[config.mk]
export PLATFORM = sky130hd
export DESIGN_NAME = wrr_age_arbiter_flat
export DESIGN_NICKNAME = d
export VERILOG_FILES = /design/src/rtl/wrr_age_arbiter_pkg.sv /design/src/rtl/wrr_age_arbiter_if.sv /design/src/rtl/wrr_age_arbiter_age_max_sel.sv /design/src/rtl/wrr_age_arbiter.sv /design/src/flat_wrapper.sv
export SDC_FILE = /design/constraint.sdc
export NUM_CORES = 1
export LEC_CHECK = 0
export ABC_AREA = 1
export BUFFER_PORTS_ARGS = -buffer_cell sky130_fd_sc_hd__buf_2
export CAP_MARGIN = 25
export CORE_ASPECT_RATIO = 0.7
export CORE_UTILIZATION = 61
export DETAILED_ROUTE_END_ITERATION = 10
export PLACE_DENSITY = 0.81
export SETUP_SLACK_MARGIN = 0.1
export SYNTH_ARGS = -nofsm -noshare
export SYNTH_HDL_FRONTEND = slang
export SYNTH_SLANG_ARGS = --single-unit
[constraint.sdc]
create_clock -name clk -period 6 [get_ports clk]
set_input_delay 0 -clock clk [delete_from_list [all_inputs] [get_ports clk]]
set_output_delay 0 -clock clk [all_outputs]
set_load 0.05 [all_outputs]
[src/rtl/wrr_age_arbiter_pkg.sv]
// wrr_arb_pkg: shared definitions for the weighted aging arbiter.
//   - default parameter constants
//   - arbiter state encoding (IDLE / GRANT)
//   - sat_add(): saturating age + increment, clamped to 2^width-1
package wrr_arb_pkg;

    localparam int unsigned N_REQ_DEF = 4;
    localparam int unsigned AGE_W_DEF = 8;
    localparam int unsigned INC_W_DEF = 4;

    typedef enum logic [0:0] {
        IDLE  = 1'b0,
        GRANT = 1'b1
    } arb_state_e;

    // Operands are widened to 32 bits so one function serves any AGE_W/INC_W;
    // the caller narrows the result back to AGE_W.
    function automatic logic [31:0] sat_add(input logic [31:0] age,
                                            input logic [31:0] inc,
                                            input int unsigned width);
        logic [32:0] sum;
        logic [32:0] lim;
        sum = {1'b0, age} + {1'b0, inc};
        lim = (33'd1 << width) - 33'd1;
        return (sum > lim) ? lim[31:0] : sum[31:0];
    endfunction

endpackage

[src/rtl/wrr_age_arbiter_if.sv]
// wrr_age_arbiter_if: request/ack bundle between N upstream masters, the
// arbiter and the single downstream slave port.
//   req_in/ack_in     per-channel request level / one-hot acknowledge
//   weight_cfg        per-channel age increment, INC_W bits each
//   req_out/ack_out   downstream request (registered) / acknowledge
//   gnt_idx           index of the granted channel (registered)
//   lock_in           per-channel bus lock, only when ARB_LOCK_EN is defined
// Modports: slave = arbiter side, master = environment side.
interface wrr_age_arbiter_if
    import wrr_arb_pkg::*;
#(
    parameter int unsigned N_REQ = N_REQ_DEF,
    parameter int unsigned INC_W = INC_W_DEF
);
    localparam int unsigned IDX_W = $clog2(N_REQ);

    logic [N_REQ-1:0]       req_in;
    logic [N_REQ-1:0]       ack_in;
    logic [N_REQ*INC_W-1:0] weight_cfg;
    logic                   req_out;
    logic                   ack_out;
    logic [IDX_W-1:0]       gnt_idx;
`ifdef ARB_LOCK_EN
    logic [N_REQ-1:0]       lock_in;
`endif

    modport slave (
`ifdef ARB_LOCK_EN
        input  lock_in,
`endif
        input  req_in, weight_cfg, ack_out,
        output ack_in, req_out, gnt_idx
    );

    modport master (
`ifdef ARB_LOCK_EN
        output lock_in,
`endif
        output req_in, weight_cfg, ack_out,
        input  ack_in, req_out, gnt_idx
    );

endinterface

[src/rtl/wrr_age_arbiter_age_max_sel.sv]
// age_max_sel: combinational N-way argmax over ages with lowest-index
// tie-break.
//   i_age    packed per-channel ages
//   i_valid  per-channel candidate mask
//   o_idx    index of the oldest valid candidate (0 when none)
//   o_any    at least one candidate valid
module age_max_sel #(
    parameter int unsigned N_REQ = 4,
    parameter int unsigned AGE_W = 8
) (
    input  logic [N_REQ-1:0][AGE_W-1:0] i_age,
    input  logic [N_REQ-1:0]            i_valid,
    output logic [$clog2(N_REQ)-1:0]    o_idx,
    output logic                        o_any
);
    localparam int unsigned IDX_W = $clog2(N_REQ);

    logic [IDX_W-1:0] w_idx;
    logic [AGE_W-1:0] w_best;
    logic             w_any;

    // Strict '>' keeps the earlier (lower) index on equal ages.
    always_comb begin
        w_idx  = '0;
        w_best = '0;
        w_any  = 1'b0;
        for (int unsigned i = 0; i < N_REQ; i++) begin
            if (i_valid[i] && (!w_any || (i_age[i] > w_best))) begin
                w_any  = 1'b1;
                w_idx  = IDX_W'(i);
                w_best = i_age[i];
            end
        end
    end

    assign o_idx = w_idx;
    assign o_any = w_any;

endmodule

[src/rtl/wrr_age_arbiter.sv]
// wrr_age_arbiter: N-way weighted aging arbiter. Every requesting channel's
// age grows by its weight each cycle (saturating); the oldest requester is
// granted and the grant is held until the transfer fires or the requester
// withdraws. A fired channel's age is cleared.
//   clk, rstn  clock, asynchronous active-low reset
//   arb_if     wrr_age_arbiter_if.slave (req/ack in, req/ack out, gnt_idx)
// Optional macro ARB_LOCK_EN: adds lock_in; a fire with the granted channel
// locked keeps the grant and its age so bursts are not interleaved.
module wrr_age_arbiter
    import wrr_arb_pkg::*;
#(
    parameter int unsigned N_REQ = N_REQ_DEF,
    parameter int unsigned AGE_W = AGE_W_DEF,
    parameter int unsigned INC_W = INC_W_DEF
) (
    input  logic               clk,
    input  logic               rstn,
    wrr_age_arbiter_if.slave   arb_if
);
    localparam int unsigned IDX_W = $clog2(N_REQ);

    arb_state_e                  r_state;
    logic [IDX_W-1:0]            r_gnt;
    logic [N_REQ-1:0][AGE_W-1:0] r_age;

    logic [N_REQ-1:0][AGE_W-1:0] w_next_age;
    logic [N_REQ-1:0][AGE_W-1:0] w_cand_age;
    logic [N_REQ-1:0]            w_gnt_oh;
    logic                        w_gnt_req;
    logic                        w_fire;
    logic                        w_lock_hold;
    logic                        w_clear;
    logic                        w_others;
    logic [IDX_W-1:0]            w_win;
    logic                        w_any;

    always_comb begin
        for (int unsigned i = 0; i < N_REQ; i++) begin
            w_next_age[i] = arb_if.req_in[i]
                ? AGE_W'(sat_add(32'(r_age[i]),
                                 32'(arb_if.weight_cfg[i*INC_W +: INC_W]),
                                 AGE_W))
                : r_age[i];
        end
    end

    always_comb begin
        w_gnt_oh        = '0;
        w_gnt_oh[r_gnt] = 1'b1;
    end

    assign w_gnt_req = |(arb_if.req_in & w_gnt_oh);
    assign w_fire    = (r_state == GRANT) && arb_if.ack_out && w_gnt_req;
    assign w_others  = |(arb_if.req_in & ~w_gnt_oh);

`ifdef ARB_LOCK_EN
    assign w_lock_hold = w_fire && |(arb_if.lock_in & w_gnt_oh);
`else
    assign w_lock_hold = 1'b0;
`endif

    assign w_clear = w_fire && !w_lock_hold;

    // The channel being acked competes with age 0 in the re-arbitration
    // of the same cycle, matching the value its age register takes.
    always_comb begin
        for (int unsigned i = 0; i < N_REQ; i++) begin
            w_cand_age[i] = (w_clear && w_gnt_oh[i]) ? '0 : w_next_age[i];
        end
    end

    age_max_sel #(
        .N_REQ (N_REQ),
        .AGE_W (AGE_W)
    ) u_sel (
        .i_age   (w_cand_age),
        .i_valid (arb_if.req_in),
        .o_idx   (w_win),
        .o_any   (w_any)
    );

    always_ff @(posedge clk or negedge rstn) begin
        if (!rstn) begin
            r_state <= IDLE;
            r_gnt   <= '0;
            r_age   <= '0;
        end else begin
            r_age <= w_cand_age;
            case (r_state)
                IDLE: begin
                    if (w_any) begin
                        r_state <= GRANT;
                        r_gnt   <= w_win;
                    end
                end
                GRANT: begin
                    if (w_lock_hold) begin
                        r_gnt <= r_gnt;
                    end else if (w_fire) begin
                        if (w_others) r_gnt   <= w_win;
                        else          r_state <= IDLE;
                    end else if (!w_gnt_req) begin
                        if (w_any) r_gnt   <= w_win;
                        else       r_state <= IDLE;
                    end
                end
                default: r_state <= IDLE;
            endcase
        end
    end

    assign arb_if.req_out = (r_state == GRANT);
    assign arb_if.gnt_idx = r_gnt;
    assign arb_if.ack_in  = w_fire ? w_gnt_oh : '0;

endmodule
[src/flat_wrapper.sv]
// flat-port wrapper written by rule: the top's interface ports become plain ports
module wrr_age_arbiter_flat import wrr_arb_pkg::*;
#(
    parameter int unsigned N_REQ = N_REQ_DEF,
    parameter int unsigned AGE_W = AGE_W_DEF,
    parameter int unsigned INC_W = INC_W_DEF
)
  (clk, rstn, arb_if_req_in, arb_if_weight_cfg, arb_if_ack_out, arb_if_ack_in, arb_if_req_out, arb_if_gnt_idx);
  wrr_age_arbiter_if #(.N_REQ(N_REQ), .INC_W(INC_W)) arb_if_i ();
  input  logic clk;
  input  logic rstn;
  input wire logic [$bits(arb_if_i.req_in)-1:0] arb_if_req_in;
  input wire logic [$bits(arb_if_i.weight_cfg)-1:0] arb_if_weight_cfg;
  input wire logic [$bits(arb_if_i.ack_out)-1:0] arb_if_ack_out;
  output wire logic [$bits(arb_if_i.ack_in)-1:0] arb_if_ack_in;
  output wire logic [$bits(arb_if_i.req_out)-1:0] arb_if_req_out;
  output wire logic [$bits(arb_if_i.gnt_idx)-1:0] arb_if_gnt_idx;
  assign arb_if_i.req_in = arb_if_req_in;
  assign arb_if_i.weight_cfg = arb_if_weight_cfg;
  assign arb_if_i.ack_out = arb_if_ack_out;
  assign arb_if_ack_in = arb_if_i.ack_in;
  assign arb_if_req_out = arb_if_i.req_out;
  assign arb_if_gnt_idx = arb_if_i.gnt_idx;
  wrr_age_arbiter #(.N_REQ(N_REQ), .AGE_W(AGE_W), .INC_W(INC_W)) u_core (.clk(clk), .rstn(rstn), .arb_if(arb_if_i));
endmodule
==> impl_metrics.toml <==
[cells_and_area]
nNetsFinal = 625
area_growth_pct = 12.0
multiInputGateArea_um2 = 2320
final_core_util = 0.730
fillers = 459
diodes = 0
final-seq-area_um2 = 876
drive_gt1_frac = 0.156

[routing]
dr.pass1.iters = 5
wl_mm = 8.51
vias_per_cell = 5.52
drtIter0Drc = 232
ant_nets = 0
vias = 3484
drc = 0
routedWlPerCell_um = 13.5

[synthesis]
yosys-top-cells-area = "dfrtp_1 25%, nand2_1 17%, ha_1 14%"
synth_nets = 590
yosys_register_bits = 35
yosys-top-cells-count = "157 x nand2_1, 80 x inv_1, 44 x nor2_1"
synthCells = 523
ys_async_sr_fraction = 1.00
synth_top_area_share = 0.249
yosysMostFrequentCell = "nand2_1"
yosys_warnings = 0
syn_area_um2 = 3510
ys_types = 38
yosysTopAreaCell = "dfrtp_1"
synth_edf_count = 0
avgSynthCellArea_um2 = 6.72
ys_seq_area_frac = 0.249
synth_ff_type = "dfrtp_1"

[worst_setup_path]
worst-path-buf-inv = 6
cpMaxStageDelayCell = "fa_1"
setup.worst_path.class = "register to register"
cpMostUsedCell = "nand2_1"
cpLargestDelayFamily = "simple AND/OR/NAND/NOR gates"
cpPeakStageDelay_ns = 0.40
cp-end-kind = "register"
cp.required_ns = 6.18
path_max_fanout = 8
crit_path_start_kind = "register"
cp.arrival_ns = 5.59

[clock_tree]
clkSinkCount = 35
cts-root-buf = "clkbuf_8"
cts.clk_slew.worst_paths_ns = 0.08
htreeDepth = 2
cts_tree = "built"
cts_buffer_depth = 2
clk-insertion-delay-late_ns = 0.29
cts_buffers = 5

[grt]
grt_antenna_before_repair = 0
grt_pass1_vias = 3140
gr-total-overflow = 0
grt_start_max_net_pins = 36
track_usage = 0.301
grt_pass1_wl_mm = 14.4

[timing]
setup_tns_ns = 0
setup_viol = 0
slew-limit-headroom = 0.461
grt_setup_unrepaired = "no"
period_share = 0.901
finClkSkew_ns = 0.00592
slew_violations = 0
hold_violations = 0
tightest_slew_ns = 0.808
max_clock_freq_ghz = 0.185
min_period_ns = 5.41

[placement]
post-dp-hpwl_mm = 6.68
gp_congestion = 0.959
port_buffers = 29

[die]
start_util = 0.651
die_y_um = 65.5
die-width_um = 92.7
die-area_um2 = 6070
rows = 22
num_io_pins = 30
core_um2 = 5400

[run]
cap_violations = 0

[power_and_ir_drop]
vdd_ir_drop_max_v = 0.000344
powerDensity_nw_per_um2 = 642
p_leak_uw = 0.00224

[worst_hold_path]
hold_class = "input pin to register"

[outcome]
outcome = "complete, no violations"
==> power breakdown <==
part / total (uW) / leakage [uW] / switching [uW] / internal [uW]
clock: 258 / 0.0000654 / 91.5 / 166
combinational: 1790 / 0.00178 / 1120 / 669
sequential: 476 / 0.000394 / 117 / 359
total: 2530 / 0.00224 / 1330 / 1190
==> kinds of logic after synthesis <==
group / Yosys count / share of synthesized area
buffers and inverters: 93 / 0.104
flip-flops: 35 / 0.249
XOR/XNOR: 11 / 0.0274
adder cells (fa/ha/maj): 44 / 0.165
AND/OR/NAND/NOR: 276 / 0.352
AO/OA/AOI/OAI: 64 / 0.103
==> worst reg2reg max path: cells and delay by family (launching register included) <==
kind / cells / cell delay [ns]
buffers and inverters: 6 / 0.46
flip-flops: 1 / 0.36
adder cells (fa/ha/maj): 5 / 1.49
AND/OR/NAND/NOR: 30 / 2.36
AO/OA/AOI/OAI: 5 / 0.65
==> layer usage <==
metal	track usage	vias up	routed length, um
met5	0	-	0
met1	0.461	1599	4300
met4	0.0673	0	112
li1	-	1738	-
met2	0.442	129	3490
met3	0.0498	18	605
==> through the flow <==
stage | instances | hold WS, ns | cell area, um^2 | setup WS (ns) | total power (uW)
final | 631 | 0.131 | 3940 | 0.592 | 2530
after global routing | 631 | 0.151 | 3940 | 0.0673 | 2810
after CTS | 625 | 0.109 | 3850 | 0.146 | 2410
after detailed placement | 616 | 0.141 | 3700 | 0.225 | 2140
after global placement | 616 | 0.133 | 3700 | 0.514 | 2080
after floorplan | 523 | -0.296 | 3510 | 1.12 | 1790
==> layout make-up <==
| class | count | share of cell area |
|---|---|---|
| multi-input cells | 395 | 0.589 |
| flip-flops and latches | 35 | 0.222 |
| inverters | 85 | 0.0810 |
| repair buffers | 36 | 0.0508 |
| well taps | 72 | 0.0229 |
| clock buffers | 6 | 0.0184 |
| clock inverters | 2 | 0.0153 |
==> flip-flops by register name, indices dropped and copies added (netlist names) <==
| register | flops |
|---|---|
| u_core.arb_if.gnt_idx | 2 |
| u_core.r_age | 32 |
| u_core.arb_if.req_out | 1 |
==> placed cells by master, fill, tap and decap left out, types with 3 or more instances in the layout <==
| cell | synthesis | routed |
|---|---|---|
| nand2_1 | 157 | 149 |
| and2_1 | 4 | 4 |
| o21ai_1 | 3 | 5 |
| o21ai_2 | 4 | 4 |
| buf_4 | 1 | 6 |
| nor2_2 | 5 | 6 |
| nand3_1 | 29 | 29 |
| xnor2_1 | 7 | 7 |
| nand2_4 | 2 | 4 |
| fa_1 | 4 | 4 |
| ha_1 | 40 | 39 |
| buf_2 | 3 | 29 |
| nand3_2 | 5 | 5 |
| a21oi_1 | 30 | 29 |
| nor2_1 | 44 | 43 |
| inv_1 | 80 | 79 |
| nand3b_1 | 3 | 3 |
| o21ai_0 | 19 | 17 |
| dfrtp_1 | 35 | 35 |
| nand2_2 | 6 | 12 |
| nand4_1 | 12 | 12 |
| clkbuf_8 | 0 | 5 |
| nor3_1 | 4 | 4 |
| xor2_1 | 4 | 4 |
| inv_2 | 5 | 6 |
==> worst paths after layout <==
kind                                       start                       end  slack (ns)  cells past startpoint
setup / recovery                 u_core.r_age[0]  u_core.arb_if.gnt_idx[1]        0.59                     46
hold / removal             arb_if_weight_cfg[12]          u_core.r_age[24]        0.13                      4
setup reg to reg                 u_core.r_age[0]  u_core.arb_if.gnt_idx[1]        0.59                     46
hold reg to reg                 u_core.r_age[16]          u_core.r_age[16]        0.53                      2
max in group asynchronous                   rstn          u_core.r_age[22]        5.16                      2
min in group asynchronous                   rstn           u_core.r_age[9]        0.33                      2
==> repair_timing <==
item | CTS | global route
hold endpoints to repair | 35 | 0
resized for setup | 0 | 17
setup buffers | 0 | 6
setup endpoints to repair | 0 | 2
hold buffers | 1 | 0
No activity file was read; power rests on OpenSTA's default activity.
